[src/rtl/chg_log.sv]
// chg_log: change logger that timestamps in_data value changes into a show-ahead FIFO
// Ports: clk/rst_n (async active-low reset); in_valid/in_data sampled stream;
//   rd_en pops head; clr_ovf clears overflow; rd_valid/rd_data/rd_time head view
//   (zero when empty); count entries held; overflow sticky drop flag.
// Option: define CHG_LOG_FIRST_SAMPLE_EN to also log the first sample after reset.
module chg_log #(
  parameter int DW    = 4,
  parameter int TW    = 8,
  parameter int DEPTH = 8
) (
  input  logic                       clk,
  input  logic                       rst_n,
  input  logic                       in_valid,
  input  logic [DW-1:0]              in_data,
  input  logic                       rd_en,
  input  logic                       clr_ovf,
  output logic                       rd_valid,
  output logic [DW-1:0]              rd_data,
  output logic [TW-1:0]              rd_time,
  output logic [$clog2(DEPTH):0]     count,
  output logic                       overflow
);
  localparam int AW = $clog2(DEPTH);
  localparam int CW = AW + 1;
`ifdef CHG_LOG_FIRST_SAMPLE_EN
  localparam logic FIRST = 1'b1;
`else
  localparam logic FIRST = 1'b0;
`endif
  logic [TW-1:0]    r_ts;
  logic [DW-1:0]    r_last;
  logic             r_have;
  logic [TW+DW-1:0] r_mem [DEPTH];
  logic [AW-1:0]    r_wp, r_rp;
  logic [CW-1:0]    r_cnt;
  logic             r_ovf;
  logic             w_change, w_pop, w_full, w_push, w_drop;
  // before the reference is seeded, only the optional first-sample logging can push
  assign w_change = in_valid && (r_have ? (in_data != r_last) : FIRST);
  assign w_pop    = rd_en && (r_cnt != '0);
  assign w_full   = r_cnt == CW'(DEPTH);
  // a pop in the same cycle frees the slot, so a full FIFO still accepts the push
  assign w_push   = w_change && (!w_full || w_pop);
  assign w_drop   = w_change && w_full && !w_pop;
  always_ff @(posedge clk)
    if (w_push) r_mem[r_wp] <= {r_ts, in_data};
  always_ff @(posedge clk or negedge rst_n)
    if (!rst_n) begin
      r_ts   <= '0;
      r_last <= '0;
      r_have <= 1'b0;
      r_wp   <= '0;
      r_rp   <= '0;
      r_cnt  <= '0;
      r_ovf  <= 1'b0;
    end else begin
      r_ts <= r_ts + TW'(1);
      if (in_valid) begin
        r_last <= in_data;
        r_have <= 1'b1;
      end
      if (w_push) r_wp <= r_wp + AW'(1);
      if (w_pop)  r_rp <= r_rp + AW'(1);
      r_cnt <= r_cnt + CW'(w_push) - CW'(w_pop);
      r_ovf <= w_drop | (r_ovf & ~clr_ovf);
    end
  assign rd_valid           = r_cnt != '0;
  assign {rd_time, rd_data} = rd_valid ? r_mem[r_rp] : '0;
  assign count              = r_cnt;
  assign overflow           = r_ovf;
endmodule

[config.mk]
export PLATFORM = sky130hd
export DESIGN_NAME = chg_log
export DESIGN_NICKNAME = d
export VERILOG_FILES = /design/src/rtl/chg_log.sv
export SDC_FILE = /design/constraint.sdc
export NUM_CORES = 1
export LEC_CHECK = 0
export ABC_AREA = 1
export BUFFER_PORTS_ARGS = -buffer_cell sky130_fd_sc_hd__clkbuf_2
export CORE_ASPECT_RATIO = 1.25
export CORE_MARGIN = 2
export CORE_UTILIZATION = 57
export CTS_BUF_LIST = sky130_fd_sc_hd__clkbuf_8
export CTS_CLUSTER_SIZE = 12
export DETAILED_ROUTE_END_ITERATION = 8
export PLACE_DENSITY = 0.81
export SLEW_MARGIN = 20
export SYNTH_ARGS = -nofsm -noshare
export SYNTH_HDL_FRONTEND = slang
export SYNTH_SLANG_ARGS = --single-unit
[constraint.sdc]
create_clock -name clk -period 1.9 [get_ports clk]
set_clock_uncertainty 0.05 [all_clocks]
set_input_delay 0.38 -clock clk [delete_from_list [all_inputs] [get_ports clk]]
set_output_delay 0.38 -clock clk [all_outputs]
set_load 0.03 [all_outputs]
==> results.md, run 1 <==
* Worst slew pin tran at 0.665 ns
* Violated checks: negative setup slack
* H-Tree Depth at 4
* Number of max-cap violations at 0
* Finished Layout Cells at 653
* Routed wire length at 11700 um
* Final hold violation count at 0
* Synth Warn # at 0
* Fmax at 437 MHz
* Avg Vias per Cell at 5.53
* Top Ports at 27
* IO Port Bufs at 26
* Area growth from synthesis to layout at 27.7%
* CP arrival at 1.86 ns
* CTS Buffer Depth at 2
* Clock transition at path regs at 0.06 ns
* CP cell instances: inv_2 -> buf_12 -> nor2_1 -> o21ai_0 -> nor2_1 -> nor2_2 -> clkbuf_4
* Detailed Routing Iterations Pass 1 at 7
* Multi-input gate area at 0.00156 mm^2
* Crit start category: flip-flop
* CTS Buf Count at 17
* Clk_lat worst skew at 0.43 ns
* Clk sinks at 120
* Initial antenna violation count at 0
* ANT nets after route at 0
* First-pass GRT wire length at 18000 um
* Setup crit end kind: primary output
* Design Area, Final at 0.00648 mm^2
* HPWL after DPL at 6390 um
* Setup ws final at -0.390 ns
* Number of synthesized flops with an enable pin at 96
* Relative slew slack at 55.6%
* Top cell type's share of synthesized area at 56.8%
* Drc violations at 0
* Number of inserted diodes at 0
* GP Congestion at 0.785
* Row count at 38
* Grt ovf at 0
* Largest net degree at the start of global routing at 29
* Post-synth top area cell: edfxtp_1
* Die ar. at 0.00968 mm^2
* Switching pwr at 4.07 mW
* Worst-path maximum fanout at 20
* Setup violators final at 26
* Max Transition Viols Final at 0
* Wire length per cell at 17.8 um
* Vias at 3611
* Layout Utilization at 74.9%
* Hold Path Class: input port to flip-flop
* Initial drt markers at 319
* Netlist cell types at 26
* Dpl cells at 610
* P_int at 6.54 mW
* Top cells by area, synth: edfxtp_1, dfrtp_1, nor2_1, o21ai_0, nand2_1
* Vias in the first global route at 3603
* GRT Total Usage at 25.9%
* Worst VDD drop at 1.38 mV
* Pwr per Cell Area at 1640 mW/mm^2
* Switching share of power at 38.4%
* Post-synthesis sequential area ratio at 68.6%
* Synth Area per Inst at 11.2 um^2
* Final period util at 121%
* RSZ-0062 raised after global routing: yes
* Synthesized area at 0.00508 mm^2
* Post-Syn Nets at 473
* Fillers at 500
* Pleak at 2.61 nW
* Clock share of power at 21.8%
* Seq. cell area at 0.00349 mm^2
* CTS tree: built
* Worst EP required at 1.47 ns
* Flop2flop setup slack at -0.12 ns
* DP Area at 0.00574 mm^2
* Die height at 110 um
* Combinational fraction of design power at 46.0%
* Biggest cell delay along the critical path at 0.47 ns
* Most common cell after layout, fill and taps aside: edfxtp_1
* Syn Inst Count at 455
* Ys flop type: edfxtp_1
* Ys async rst share at 20.0%
* Fin nets at 538
* Cell mode on critical path: nor2_1
* Min Clock Period, post-route at 2.29 ns
* Core area at 0.00865 mm^2
* Initial Util at 58.7%
* Share of cells above drive strength 1 at 27.4%
* Clk root buf: clkbuf_8
* Total power at 10.6 mW
* Chip width at 88.4 um
* Status: finished, violations left
* Worst path slowest cell: dfrtp_2
* CP Class: flip-flop to primary output
* Yosys reg bits at 120
* Sequential share of power at 32.2%
* Most frequent cells in the layout: edfxtp_1, nor2_1, nand2_1, o21ai_0, clkbuf_8
## through the flow
step	TNS, ns	setup slack [ns]	hold slack (ns)
floorplan	-0.0907	-0.0860	0.0344
CTS	-4.17	-0.378	0.144
global placement	-0.0329	-0.0329	0.372
global route	-7.55	-0.471	0.174
detailed placement	-0.146	-0.110	0.375
finish	-4.65	-0.390	0.167
## Yosys cell counts, drive strengths merged, types with 4 or more instances
| cell type | number |
|---|---|
| dfrtp | 24 |
| inv | 26 |
| nor2 | 121 |
| ha | 8 |
| xor2 | 7 |
| nand4 | 5 |
| nand2 | 49 |
| edfxtp | 96 |
| nand3 | 22 |
| buf | 17 |
| o21ai | 66 |
| xnor2 | 4 |
| clkbuf | 5 |
## power by group through the flow
stage                     Sequential [mW]  Combinational [mW]  Clock [mW]
final                                3.41                4.89        2.31
after global routing                 3.44                5.29        2.43
after CTS                            3.39                4.64        2.32
after global placement               3.40                3.95           0
after floorplan                      3.49                2.78           0
after detailed placement             3.42                4.10           0
## worst max-delay path: cells and delay by family, from the launching register on
| family | cells | cell delay, ns |
|---|---|---|
| AOI/OAI and AO/OA | 1 | 0.18 |
| DFF | 1 | 0.47 |
| and+or+nand+nor | 3 | 0.26 |
| buffers and inverters | 3 | 0.52 |
## sequential cells by signal, summed over array words and instances, names as in the netlist
name / flops
count: 4
overflow: 1
r_have: 1
r_last: 4
r_mem: 96
r_rp: 3
r_ts: 8
r_wp: 3
## logic make-up after synthesis
| family | count (synthesis) | share of synthesized area (%) |
|---|---|---|
| adders and majority gates | 9 | 2.37 |
| and+or+nand+nor | 200 | 16.0 |
| AOI/OAI and AO/OA | 67 | 6.60 |
| xor gates and xnor gates | 11 | 1.90 |
| DFF | 120 | 68.6 |
| buffers and inverters | 48 | 4.56 |
## layout make-up
cell class	count	area share (%)
Tap cell	120	2.32
Multi-Input combinational cell	287	24.1
Clock inverter	12	2.05
Inverter	26	1.54
Sequential cell	120	53.8
Timing Repair Buffer	68	11.9
Clock buffer	20	4.24
## path summary, 6_finish.rpt
path | startpoint | end | depth (start not counted)
max in group asynchronous | rst_n | r_rp[0]$_DFFE_PN0N_ | 2
min in group asynchronous | rst_n | r_last[1]$_DFFE_PN0P_ | 2
worst max-delay path | r_rp[0]$_DFFE_PN0N_ | rd_time[3] | 7
worst max register to register | count[2]$_DFF_PN0_ | count[1]$_DFF_PN0_ | 11
worst min register to register | r_have$_DFFE_PN0P_ | r_have$_DFFE_PN0P_ | 1
worst min-delay path | in_data[3] | r_last[3]$_DFFE_PN0P_ | 3
## per-layer routing
layer	vias up	share of wire [%]	wire, um	GRT usage [%]
met5	-	0	0	0
li1	1679	-	-	-
met1	1732	37	4340	31.0
met3	32	6.0	704	5.71
met2	168	54	6250	44.6
met4	0	3.1	363	11.8
## timing repair
| item | 4_1_cts | 5_1_grt |
|---|---|---|
| hold buffers | 1 | 0 |
| endpoints found under the setup margin | 14 | 98 |
| setup buffers | 4 | 3 |
| gates cloned | 2 | 2 |
| endpoints found under the hold margin | 24 | 0 |
| resized for setup | 34 | 25 |
| pin swaps | 5 | 15 |
(Power assumes the default switching activity.)
==> inputs of run 2 (changes only) <==
RECOVER_POWER = 100   (was unset)
==> run 2 against run 1 <==
Wire length increased by 0.18%. Global-route usage unchanged. Largest power group unchanged. Critical path type unchanged. Register-to-register slack got worse by 0.10 ns. First-iteration DRC count decreased by 1.9%. The run still ends with negative setup slack left. Critical endpoint unchanged. Hold slack improved by 0.0015 ns. Final cell count unchanged. Sequential power about the same. Sequential share of layout area increased by 0.34 points. Design area decreased by 0.64%.
==> results.md, run 2 (synthesized netlist as in run 1, its figures left out) <==
* Status: finished, violations left
* Violated checks: negative setup slack
* Fmax at 437 MHz
* CP Buf/Inv Count at 3
* Fin nets at 538
* CP Class: flip-flop to primary output
* Biggest regs: r_mem x96, r_ts x8
* Initial drt markers at 313
* Die height at 110 um
* CTS tree: built
* Row count at 38
* Clock transition at path regs at 0.07 ns
* Area growth from synthesis to layout at 26.9%
* CP cell instances: inv_2 -> buf_12 -> nor2_1 -> o21ai_0 -> nor2_1 -> nor2_2 -> clkbuf_4
* Max Transition Viols Final at 0
* Worst path slowest cell: dfrtp_2
* Drc violations at 0
* Setup ws final at -0.390 ns
* RSZ-0062 raised after global routing: yes
* Largest register FFs at 96
* GRT Total Usage at 25.9%
* Vias in the first global route at 3603
* Worst VDD drop at 1.38 mV
* Clk root buf: clkbuf_8
* Core area at 0.00865 mm^2
* Cell mode on critical path: nor2_1
* Min Clock Period, post-route at 2.29 ns
* Design Area, Final at 0.00644 mm^2
* Clk sinks at 120
* Relative slew slack at 55.6%
* Number of inserted diodes at 0
* Clk_lat worst skew at 0.42 ns
* Grt ovf at 0
* Setup violators final at 111
* CTS Buffer Depth at 2
* First-pass GRT wire length at 18000 um
* CTS Buf Count at 17
* Fillers at 512
* Initial Util at 58.7%
* Pleak at 2.57 nW
* IO Port Bufs at 26
* Die ar. at 0.00968 mm^2
* Routed wire length at 11700 um
* Worst slew pin tran at 0.666 ns
* Pwr per Cell Area at 1640 mW/mm^2
* Top Ports at 27
* Biggest register: r_mem
* Biggest cell delay along the critical path at 0.47 ns
* GP Congestion at 0.785
* Multi-input gate area at 0.00155 mm^2
* ANT nets after route at 0
* DP Area at 0.00574 mm^2
* Avg Vias per Cell at 5.51
* Detailed Routing Iterations Pass 1 at 5
* Total power at 10.6 mW
* Share of cells above drive strength 1 at 25.1%
* Setup crit end kind: primary output
* Top Family by Delay on Critical Path: buffers and inverters
* Chip width at 88.4 um
* Wire length per cell at 17.9 um
* Worst EP required at 1.47 ns
* Final hold violation count at 0
* Number of max-cap violations at 0
* Largest net degree at the start of global routing at 29
* Hold Path Class: input port to flip-flop
* CP arrival at 1.86 ns
* Most common cell after layout, fill and taps aside: edfxtp_1
* Seq. cell area at 0.00349 mm^2
* H-Tree Depth at 4
* Final period util at 121%
* Most frequent cells in the layout: edfxtp_1, nor2_1, nand2_1
* Worst-path maximum fanout at 20
* Vias at 3600
* Crit start category: flip-flop
* Setup TNS at -10.90 ns
* Initial antenna violation count at 0
* HPWL after DPL at 6390 um
run 2: worst paths after layout:
kind | from | to | slack [ns] | depth (start not counted)
hold reg to reg | r_have$_DFFE_PN0P_ | r_have$_DFFE_PN0P_ | 0.43 | 1
setup reg to reg | count[2]$_DFF_PN0_ | count[1]$_DFF_PN0_ | -0.22 | 11
max in group asynchronous | rst_n | r_rp[0]$_DFFE_PN0N_ | 0.86 | 2
hold / removal | clr_ovf | overflow$_DFF_PN0_ | 0.17 | 4
min in group asynchronous | rst_n | r_last[1]$_DFFE_PN0P_ | 0.47 | 2
setup / recovery | r_rp[0]$_DFFE_PN0N_ | rd_time[3] | -0.39 | 7
run 2: area by class of cell:
cell class	instances	share of cell area, %
sequential	120	54.2
multi-input combinational	287	24.0
timing repair buffer	68	11.7
clock buffer	20	4.27
tap	120	2.33
clock inverter	12	2.06
inverter	26	1.55
run 2: what timing repair did:
item | in CTS | in global routing
buffers inserted | 4 | 3
hold endpoints to repair | 24 | 0
setup endpoints to repair | 14 | 98
hold buffers | 1 | 0
cloned | 2 | 2
pin swaps | 5 | 15
resized for setup | 34 | 25
run 2: routing by layer:
| metal | wire length [um] | share of wire, % | GRT usage [%] |
|---|---|---|---|
| met1 | 4370 | 37 | 31.0 |
| met2 | 6300 | 54 | 44.6 |
| met3 | 670 | 5.7 | 5.71 |
| met4 | 334 | 2.9 | 11.8 |
| met5 | 0 | 0 | 0 |
run 2: stage by stage:
stage               setup WS, ns  util, %  std cells  hold slack (ns)
floorplan                -0.0860        -        455           0.0344
global placement         -0.0329     66.3        610            0.372
detailed placement        -0.110     66.3        610            0.375
CTS                       -0.378     73.3        649            0.144
global route              -0.471     74.5        653            0.177
finish                    -0.390     74.5        653            0.168
run 2: worst reg2reg max path: stages, from the launching register on:
cell and delay, ns:
dfrtp_2 0.42, inv_4 0.08, buf_6 0.10, ha_4 0.11
nor3b_1 0.31, nand2_4 0.09, nand4_1 0.11, nand2_1 0.07
ha_2 0.18, inv_2 0.05, fa_2 0.43, inv_2 0.06
run 2: power by group:
group          internal (mW)  switching (mW)  total [mW]
logic                   1.94            2.91        4.85
registers               3.20           0.213        3.42
clock network           1.37           0.934        2.31
total                   6.52            4.06        10.6
